**config.mk**
```make
export PLATFORM = sky130hd
export DESIGN_NAME = tuner_iq_sched
export DESIGN_NICKNAME = d
export VERILOG_FILES = /design/src/rtl/tuner_iq_sched.sv
export SDC_FILE = /design/constraint.sdc
export NUM_CORES = 1
export LEC_CHECK = 0
export ABC_AREA = 0
export BUFFER_PORTS_ARGS = -buffer_cell sky130_fd_sc_hd__buf_4
export CAP_MARGIN = 5
export CORE_AREA = 2 2 151 153
export CTS_CLUSTER_SIZE = 20
export DETAILED_ROUTE_END_ITERATION = 6
export DIE_AREA = 0 0 153 155
export GPL_TIMING_DRIVEN = 0
export PLACE_DENSITY = 0.6
export SLEW_MARGIN = 20
export SYNTH_ARGS = -nofsm -noshare
export SYNTH_HDL_FRONTEND = slang
export SYNTH_SLANG_ARGS = --single-unit
```
**constraint.sdc**
```tcl
create_clock -name clk -period 2.6 [get_ports clk]
set_clock_uncertainty 0.05 [all_clocks]
set_input_delay 0.52 -clock clk [delete_from_list [all_inputs] [get_ports clk]]
set_output_delay 0.52 -clock clk [all_outputs]
set_load 0.02 [all_outputs]
```
**src/rtl/tuner_iq_sched.sv**
```systemverilog
// tuner_iq_sched: time-shares one sine-LUT x sample slice as both the I (cosine) and Q (sine) tuner legs.
// Owns the NCO accumulator, the frequency/phase-clear handshakes and the re-pairing of slice results into I/Q.
module tuner_iq_sched #(
    parameter int dsz = 10,
    parameter int psz = 12,
    parameter int fsz = 26
) (
    input  logic                  clk,
    input  logic                  reset,
    input  logic signed [dsz-1:0] in,
    input  logic                  in_valid,
    output logic                  in_ready,
    input  logic [fsz-1:0]        freq,
    input  logic                  freq_load,
    output logic                  freq_ack,
    input  logic                  phs_clr,
    output logic [psz-1:0]        slc_phs,
    output logic                  slc_shf_90,
    output logic signed [dsz-1:0] slc_in,
    input  logic signed [dsz-1:0] slc_out,
    output logic signed [dsz-1:0] i_out,
    output logic signed [dsz-1:0] q_out,
    output logic                  out_valid
);
    localparam int slc_lat = 4;
    localparam int tag_len = 6;

    typedef enum logic [1:0] {IDLE, ISS_I, ISS_Q} state_t;

    state_t                state, state_nxt;
    logic                  accept, freq_go, clr_go;
    logic [fsz-1:0]        acc, acc_nxt, freq_reg, freq_pend;
    logic                  freq_flag, clr_pend;
    logic signed [dsz-1:0] samp, i_hold;
    logic signed [dsz-1:0] dly [slc_lat];
    // each tag is {valid, is_i}, travelling in step with the slice pipeline
    logic [1:0]            tag [tag_len];

    assign slc_in = dly[slc_lat-1];

    always_comb begin
        in_ready  = state != ISS_I;
        accept    = in_valid && in_ready;
        state_nxt = accept ? ISS_I : (state == ISS_I ? ISS_Q : IDLE);
        freq_go   = (freq_load || freq_flag) && state != ISS_Q;
        clr_go    = (phs_clr || clr_pend) && state != ISS_I;
        acc_nxt   = clr_go ? '0 : (state == ISS_Q ? acc + freq_reg : acc);
    end

    always_ff @(posedge clk) begin
        if (reset) begin
            state      <= IDLE;
            acc        <= '0;
            freq_reg   <= '0;
            freq_pend  <= '0;
            freq_flag  <= 1'b0;
            clr_pend   <= 1'b0;
            freq_ack   <= 1'b0;
            samp       <= '0;
            i_hold     <= '0;
            slc_phs    <= '0;
            slc_shf_90 <= 1'b0;
            i_out      <= '0;
            q_out      <= '0;
            out_valid  <= 1'b0;
            dly        <= '{default: '0};
            tag        <= '{default: '0};
        end else begin
            state      <= state_nxt;
            acc        <= acc_nxt;
            freq_flag  <= !freq_go && (freq_load || freq_flag);
            clr_pend   <= !clr_go && (phs_clr || clr_pend);
            freq_ack   <= freq_go;
            slc_shf_90 <= state_nxt == ISS_I;
            out_valid  <= tag[tag_len-1] == 2'b10;
            dly[0]     <= samp;
            tag[0]     <= {state != IDLE, state == ISS_I};
            for (int k = 1; k < slc_lat; k++) dly[k] <= dly[k-1];
            for (int k = 1; k < tag_len; k++) tag[k] <= tag[k-1];
            if (accept) samp <= in;
            if (freq_load) freq_pend <= freq;
            // a strobe arriving outside ISS_Q is applied on the same edge, skipping the pending register
            if (freq_go) freq_reg <= freq_load ? freq : freq_pend;
            if (state_nxt != IDLE) slc_phs <= acc_nxt[fsz-1 -: psz];
            if (tag[tag_len-1] == 2'b11) i_hold <= slc_out;
            if (tag[tag_len-1] == 2'b10) begin
                i_out <= i_hold;
                q_out <= slc_out;
            end
        end
    end
endmodule
```
==> results of run 1 <==
-- through the flow --
step / power (mW) / utilization [%] / setup TNS (ns) / instances / instance area [sq um]
after detailed placement: 3.55 / 38.2 / -1.28 / 1185 / 8490
after floorplan: 3.37 / - / 0 / 805 / 7420
after global placement: 3.54 / 38.2 / -1.20 / 1185 / 8490
after global routing: 6.48 / 42.3 / -0.106 / 1222 / 9390
after CTS: 6.27 / 41.4 / 0 / 1219 / 9200
final: 6.22 / 42.3 / 0 / 1222 / 9390
-- worst max-delay path, delay by kind of cell, from the launching register on --
family                   cells  cell delay [ns]
buffers and inverters        1             0.04
flip-flops                   1             0.36
XOR/XNOR                     1             0.14
adder cells (fa/ha/maj)      2             0.54
multiplexers                 1             0.24
AO/OA/AOI/OAI                4             0.73
AND/OR/NAND/NOR              2             0.26
-- cells in the final DEF, fill, tap and decap left out, types with 4 or more instances in the layout --
cell and instances:
mux2i_1 33, o21ai_1 7, a21oi_1 62, nand3_1 10, o21a_1 9, nor2_1 85, inv_6 4, nor2b_1 53
inv_8 4, nand2_1 115, clkbuf_16 17, clkbuf_1 39, a21oi_2 7, and2_1 5, ha_1 18, o21ai_0 15
o22a_1 10, a211oi_1 28, nor3_1 8, xor2_1 8, xnor2_1 7, clkinv_8 5, buf_4 112, a21o_1 4
inv_1 5, buf_1 4, dfxtp_1 184, ha_2 4
-- area by class of cell --
type	count	area, sq um
fill	2230	12800
sequential	187	3750
multi-input combinational	554	3620
timing repair buffer	101	758
clock buffer	18	439
tap	285	357
buffer	57	259
clock inverter	14	191
inverter	6	22.5
-- kinds of logic (layout without fill, tap and decap cells) --
group	count (synthesis)	in the layout	share of synthesized area, %
AOI/OAI and AO/OA	179	179	16.4
muxes	34	34	4.58
adders and majority gates	26	26	4.48
xor gates and xnor gates	16	16	1.89
buffers and inverters	64	196	3.84
and+or+nand+nor	299	299	18.4
DFF	187	187	50.4
-- routing by layer --
metal / track usage, % / share of wire, %
met1: 19.6 / 49
met2: 23.9 / 45
met3: 4.32 / 4.9
met4: 5.07 / 1.4
met5: 0 / 0
-- worst max-delay path by stage --
stage,startpoint,endpoint,slack (ns),depth (start not counted)
2_1_floorplan,acc[0]$_SDFFE_PP0P_,slc_phs[10]$_SDFFE_PP0P_,0.18,11
3_3_place_gp,freq_reg[0]$_SDFFE_PP0P_,slc_phs[6]$_SDFFE_PP0P_,-0.22,11
3_5_place_dp,freq_reg[0]$_SDFFE_PP0P_,slc_phs[6]$_SDFFE_PP0P_,-0.28,11
4_1_cts,acc[19]$_SDFF_PP0_,slc_phs[11]$_SDFFE_PP0P_,0.01,10
5_1_grt,freq_reg[0]$_SDFFE_PP0P_,slc_phs[10]$_SDFFE_PP0P_,-0.04,11
6_report,freq_reg[0]$_SDFFE_PP0P_,slc_phs[8]$_SDFFE_PP0P_,0.12,11
-- repair_timing --
item / in CTS / in global routing
gates resized for setup: 14 / 36
pin swaps: 5 / 18
setup buffers: 2 / 4
cloned: 0 / 0
setup endpoints to repair: 14 / 16
-- power breakdown --
part	switching (mW)	leakage, nW	internal, mW
clock network	1.29	0.308	1.43
logic	0.293	1.98	0.206
registers	0.0421	1.53	2.97
total	1.63	3.81	4.60
==> results.toml, run 1 <==
[yosys]
ys_types = 60
seq_area_frac_synth_pct = 50.4
synth_area_sq_um = 7420
synth_warnings = 0
synth.ff_latch_count = 187
synth_edf_count = 0
synth_top_area_share_pct = 50.4
syn_nets = 882
synth_area_per_cell_sq_um = 9.22
synthFlopType = "dfxtp_1"
synth_area_leaders = "dfxtp_1 50%, nand2_1 5.8%, a21oi_1 4.7%, mux2i_1 4.6%, nor2b_1 4.6%"
async_reset_ff_share_pct = 0
netlist_top_cells_count = "187 x dfxtp_1, 115 x nand2_1, 87 x nor2_1"
yosysTopAreaCell = "dfxtp_1"
synthCells = 805
yosysMostFrequentCell = "dfxtp_1"

[grt]
antenna_found_initial = 0
grt_max_degree = 21
first_global_vias = 5613
grt_pass1_wl_um = 28500
track_usage_pct = 15.0
overflow = 0

[power]
vdd_drop_max_uv = 452
power_density_nw_per_um2 = 662
p_leak_nw = 3.81

[finish]
diodes = 0
final_nets = 1001
regMostFlops = "dly"
syn_to_final_growth_pct = 26.5
drive_gt1_share_pct = 20.8
largest_reg_flops = 30

[worst_setup_path]
crit_required_ns = 2.88
critPathLaunchType = "flop"
rrSetupSlack_ns = 0.12
end_kind = "flop"
ff2ff_path_depth = 11
crit_chain = "ha_4, inv_2, fa_2, nor2b_4, o2111ai_4, a21oi_2, nor3b_2, o41ai_2, xor2_1, mux2i_2, o21ai_1"
path_class = "flop to flop"
cp.arrival_ns = 2.76
regToRegStartpoint = "freq_reg[0]$_SDFFE_PP0P_"
cpPeakStageDelay_ns = 0.39
path_max_fanout = 3
cp_slowest_cell = "fa_2"
rr_endpoint = "slc_phs[8]$_SDFFE_PP0P_"

[die]
initial_utilization_pct = 33.4
io_pins = 97
die_area_sq_um = 23700
rows = 55
core_sq_um = 22200
die_w_um = 153
die_y_um = 155

[sta]
worst_slew_pin_slew_ns = 0.714
slew_violations = 0
finalCritPeriodShare_pct = 95.4
period_minus_slack_ns = 2.48
timing.hold.ws_ns = 0.251
max-slew-margin-rel_pct = 52.4
max_freq_ghz = 0.403
setup_viol = 0
rsz0062_at_grt = "yes"
hold_violations = 0
setup_ws_ns = 0.119

[drt]
drc = 0
dr.pass1.iters = 4
vias_per_cell = 4.77
vias = 5824
initialDrtViolationCount = 314
wl_per_cell_um = 14.3
wl_um = 17400
ant_nets = 0

[clock_tree]
cts_num_sinks = 187
cts_max_level = 4
cts_hold_buf = 0
cts_tree = "built"
clk-insertion-delay-late_ns = 0.44
clockBufferDepth = 2
clkTransAtPathRegs_ns = 0.08
cts_buffers = 17
cts_root_buf = "clkbuf_16"

[worst_hold_path]
hold_class = "input pin to flop"
worstHoldStart = "in[8]"
min_to = "samp[8]$_SDFFE_PP0P_"
holdPathStages = 2

[run]
drv_cap = 0

[place]
routabilityCongestion = 0.886
pre_cts_ws_ns = -0.281
hpwlAfterDp_um = 12900
port_buffers = 95

[outcome]
outcome = "finished clean"
Note: power is estimated with default switching activity, not from simulation.
==> inputs of run 2 (changes only) <==
BUFFER_PORTS_ARGS = -buffer_cell sky130_fd_sc_hd__clkbuf_2   (was -buffer_cell sky130_fd_sc_hd__buf_4)
==> results.toml, run 2 (same netlist as run 1, synthesis figures left out) <==
[outcome]
outcome = "finished clean"

[power]
p_leak_nw = 3.68
vdd_drop_max_uv = 415
power_density_nw_per_um2 = 665

[grt]
grt_max_degree = 20
antenna_found_initial = 0
grt_pass1_wl_um = 27400
first_global_vias = 5311
overflow = 0
track_usage_pct = 14.4

[worst_setup_path]
cp.arrival_ns = 2.75
rrSetupSlack_ns = 0.11
crit_required_ns = 2.87
ff2ff_path_depth = 9
end_kind = "flop"
setup.worst_path.start = "freq_reg[9]$_SDFFE_PP0P_"
regToRegStartpoint = "freq_reg[9]$_SDFFE_PP0P_"
path_max_fanout = 6
path_class = "flop to flop"
rr_endpoint = "slc_phs[11]$_SDFFE_PP0P_"
critPathLaunchType = "flop"

[drt]
ant_nets = 0
drc = 0
vias = 5794
vias_per_cell = 4.73
dr.pass1.iters = 4
wl_per_cell_um = 14.2
initialDrtViolationCount = 263
wl_um = 17400

[die]
die_w_um = 153
initial_utilization_pct = 33.4
core_sq_um = 22200
die_y_um = 155
io_pins = 97
rows = 55
die_area_sq_um = 23700

[worst_hold_path]
min_to = "samp[5]$_SDFFE_PP0P_"
hold_class = "input pin to flop"
holdPathStages = 2
worstHoldStart = "in[5]"

[sta]
hold_violations = 0
max-slew-margin-rel_pct = 50.8
timing.hold.ws_ns = 0.267
finalCritPeriodShare_pct = 95.6
slew_violations = 0
setup_viol = 0
period_minus_slack_ns = 2.49
worst_slew_pin_slew_ns = 0.738
max_freq_ghz = 0.402

[finish]
regMostFlops = "dly"
drive_gt1_share_pct = 20.3
fillCellCount = 2221
regArea_sq_um = 3750
layout_commonest_cell = "dfxtp_1"
final_nets = 1003
multiInputGateArea_sq_um = 3580
diodes = 0
final_cell_mix = "185 x dfxtp_1, 115 x nand2_1, 95 x clkbuf_2"
syn_to_final_growth_pct = 22.3
design_area_sq_um = 9080
largest_reg_flops = 30

[clock_tree]
cts_tree = "built"
clkTransAtPathRegs_ns = 0.08
cts_buffers = 17
cts_root_buf = "clkbuf_16"
cts_max_level = 4
cts_num_sinks = 187
clk-insertion-delay-late_ns = 0.43
clockBufferDepth = 2

[place]
placed_area_sq_um = 8260
port_buffers = 95
hpwlAfterDp_um = 12700
routabilityCongestion = 0.899

[run]
drv_cap = 0
==> run 2: cell types whose count changed in the layout (fill, tap and decap cells not counted), sizes merged <==
cell / before / now
bufinv: 1 / 0
clkbuf: 57 / 153
inv: 14 / 13
clkinv: 5 / 6
clkinvlp: 0 / 1
buf: 119 / 25
==> run 2: worst max-delay path by stage <==
| stage | slack [ns] | depth (start not counted) | to |
|---|---|---|---|
| 2_1_floorplan | 0.18 | 11 | slc_phs[10]$_SDFFE_PP0P_ |
| 3_3_place_gp | -0.21 | 11 | slc_phs[6]$_SDFFE_PP0P_ |
| 3_5_place_dp | -0.20 | 11 | slc_phs[6]$_SDFFE_PP0P_ |
| 4_1_cts | 0.01 | 10 | slc_phs[11]$_SDFFE_PP0P_ |
| 5_1_grt | -0.009 | 11 | acc[22]$_SDFF_PP0_ |
| 6_report | 0.11 | 9 | slc_phs[11]$_SDFFE_PP0P_ |
==> run 2: through the flow <==
stage / TNS, ns / utilization, % / total power, mW / cells / setup WS [ns]
2_1_floorplan: 0 / - / 3.37 / 805 / 0.180
3_3_place_gp: -1.16 / 37.1 / 3.52 / 1185 / -0.211
3_5_place_dp: -1.11 / 37.1 / 3.53 / 1185 / -0.202
4_1_cts: 0 / 40.0 / 6.09 / 1219 / 0.0127
5_1_grt: -0.0213 / 40.8 / 6.28 / 1224 / -0.00910
6_report: 0 / 40.8 / 6.03 / 1224 / 0.114
==> run 2: final cells by class <==
type | count | area share [%]
repair buffers | 102 | 5.82
flip-flops and latches | 187 | 41.3
plain buffers | 58 | 2.89
multi-input cells | 554 | 39.5
inverters | 6 | 0.248
well taps | 285 | 3.93
clock inverters | 14 | 1.67
clock buffers | 18 | 4.73
==> run 2: power by group <==
part           internal [mW]  leakage, nW  switching [mW]
logic                  0.180         1.88           0.292
clock network           1.29        0.280            1.27
registers               2.97         1.53          0.0429
total                   4.43         3.68            1.60
==> run 2: repair_timing <==
action                                  in CTS  in global routing
hold buffers                                 0                  0
gates resized for setup                      9                 33
pin swaps                                    5                 16
endpoints found under the setup margin      10                 18
buffers inserted                             2                  5
==> run 2: worst max-delay path: stages, from the launching register on <==
cell	delay, ns
dfxtp_1	0.36
ha_4	0.32
and3_4	0.22
and4_4	0.26
o2111ai_4	0.18
a2111oi_4	0.42
o21a_1	0.16
o21a_1	0.18
xnor2_2	0.14
o21ai_1	0.07
==> run 2: layer usage <==
| layer | vias up | GRT usage [%] | routed length [um] | part of all wire, % |
|---|---|---|---|---|
| li1 | 3005 | - | - | - |
| met4 | 0 | 4.50 | 157 | 0.90 |
| met1 | 2677 | 20.2 | 8640 | 50 |
| met5 | - | 0 | 0 | 0 |
| met2 | 103 | 22.3 | 7760 | 45 |
| met3 | 9 | 3.12 | 805 | 4.6 |
==> inputs of run 3 (changes only) <==
BUFFER_PORTS_ARGS = not set   (was -buffer_cell sky130_fd_sc_hd__clkbuf_2)
DONT_BUFFER_PORTS = 1   (was not set)
PLACE_DENSITY = 0.56   (was 0.6)
==> results.toml, run 3 (same netlist as run 1, synthesis figures left out) <==
[die]
die_area_sq_um = 23700
core_sq_um = 22200
initial_utilization_pct = 33.4
die_w_um = 153
die_y_um = 155
rows = 55
io_pins = 97

[drt]
wl_um = 17500
vias = 5430
dr.pass1.iters = 4
initialDrtViolationCount = 249
vias_per_cell = 4.83
wl_per_cell_um = 15.5
ant_nets = 0
drc = 0

[finish]
final_nets = 904
final_cell_mix = "185 x dfxtp_1, 115 x nand2_1, 85 x nor2_1"
drive_gt1_share_pct = 11.1
final-instance-count-excl-fill = 1125
layout_commonest_cell = "dfxtp_1"
diodes = 0
design_area_sq_um = 8600
fin_util_pct = 38.7
largest_reg_flops = 30
syn_to_final_growth_pct = 15.9
regMostFlops = "dly"

[clock_tree]
clockBufferDepth = 2
cts_num_sinks = 187
clkTransAtPathRegs_ns = 0.08
clk-insertion-delay-late_ns = 0.44
cts_buffers = 17
cts_max_level = 4
cts_root_buf = "clkbuf_16"
cts_tree = "built"

[place]
routabilityCongestion = 0.871
place_inst = 1090
placed_area_sq_um = 7780
pre_cts_ws_ns = -0.207
port_buffers = 0
hpwlAfterDp_um = 12800

[grt]
antenna_found_initial = 0
grt_pass1_wl_um = 28100
grt_max_degree = 22
overflow = 0
track_usage_pct = 15.0
first_global_vias = 5286

[outcome]
outcome = "finished clean"

[worst_setup_path]
crit_required_ns = 2.86
crit_chain = "ha_4, inv_2, fa_2, nor2b_4, o2111ai_4, a21oi_4, nor3b_4, o41ai_2, xor2_1, mux2i_2, nor2_1"
rrSetupSlack_ns = 0.11
cp.arrival_ns = 2.75
path_class = "flop to flop"
cpPeakStageDelay_ns = 0.39
crit_buf_inv = 1
path_max_fanout = 3
critPathLaunchType = "flop"
critical_path.top_delay_family = "compound AO/OA/AOI/OAI gates"
end_kind = "flop"
cp_slowest_cell = "fa_2"

[sta]
setup_ws_ns = 0.108
rsz0062_at_grt = "yes"
timing.hold.ws_ns = 0.147
worst_slew_pin_slew_ns = 0.797
finalCritPeriodShare_pct = 95.8
setup_viol = 0
max-slew-margin-rel_pct = 46.9
slew_violations = 0
setup_tns_ns = 0
max_freq_ghz = 0.401
hold_violations = 0
period_minus_slack_ns = 2.49

[worst_hold_path]
hold_class = "input pin to flop"

[run]
drv_cap = 0

[power]
p_leak_nw = 3.28
power_density_nw_per_um2 = 704
vdd_drop_max_uv = 354
power.total_mw = 6.06
run 3: changes by cell type in the layout (fill, tap and decap cells not counted), moves of 2 or more:
cell      before  now
inv_6          3    6
clkinv_4       4    0
clkbuf_2      95    0
a21oi_2        7    5
clkbuf_1      41   39
buf_4         18   15
clkinv_8       2    4
run 3: routing by layer:
metal / GRT usage (%) / vias to the layer above / part of all wire [%]
met5: 0 / - / 0
met4: 5.38 / 0 / 1.4
met3: 4.12 / 13 / 6.0
met2: 23.5 / 106 / 46
met1: 20.0 / 2510 / 47
li1: - / 2801 / -
run 3: where the power goes:
part / internal [mW] / total, mW / switching, mW
clock network: 1.31 / 2.63 / 1.32
logic: 0.151 / 0.415 / 0.265
registers: 2.96 / 3.01 / 0.0483
total: 4.43 / 6.06 / 1.63
run 3: path summary, 6_finish.rpt:
path                            startpoint                endpoint  cells after the start
setup reg to reg  freq_reg[0]$_SDFFE_PP0P_      acc[22]$_SDFF_PP0_                     11
hold / removal                  slc_out[1]  i_hold[1]$_SDFFE_PP0N_                      2
hold reg to reg         dly[30]$_SDFF_PP0_      dly[20]$_SDFF_PP0_                      1
setup / recovery  freq_reg[0]$_SDFFE_PP0P_      acc[22]$_SDFF_PP0_                     11
run 3: final cells by class:
cell class / count / area [sq um]
Timing Repair Buffer: 4 / 30.0
Tap cell: 285 / 357
Fill cell: 2264 / 13600
Clock inverter: 15 / 178
Inverter: 6 / 22.5
Buffer: 57 / 259
Clock buffer: 17 / 425
Multi-Input combinational cell: 554 / 3580
Sequential cell: 187 / 3750
run 3: repair_timing:
item                       CTS  global route
buffers inserted             1             3
pin swaps                    4            14
hold buffers                 0             0
resized for setup           10            31
setup endpoints to repair   12            20
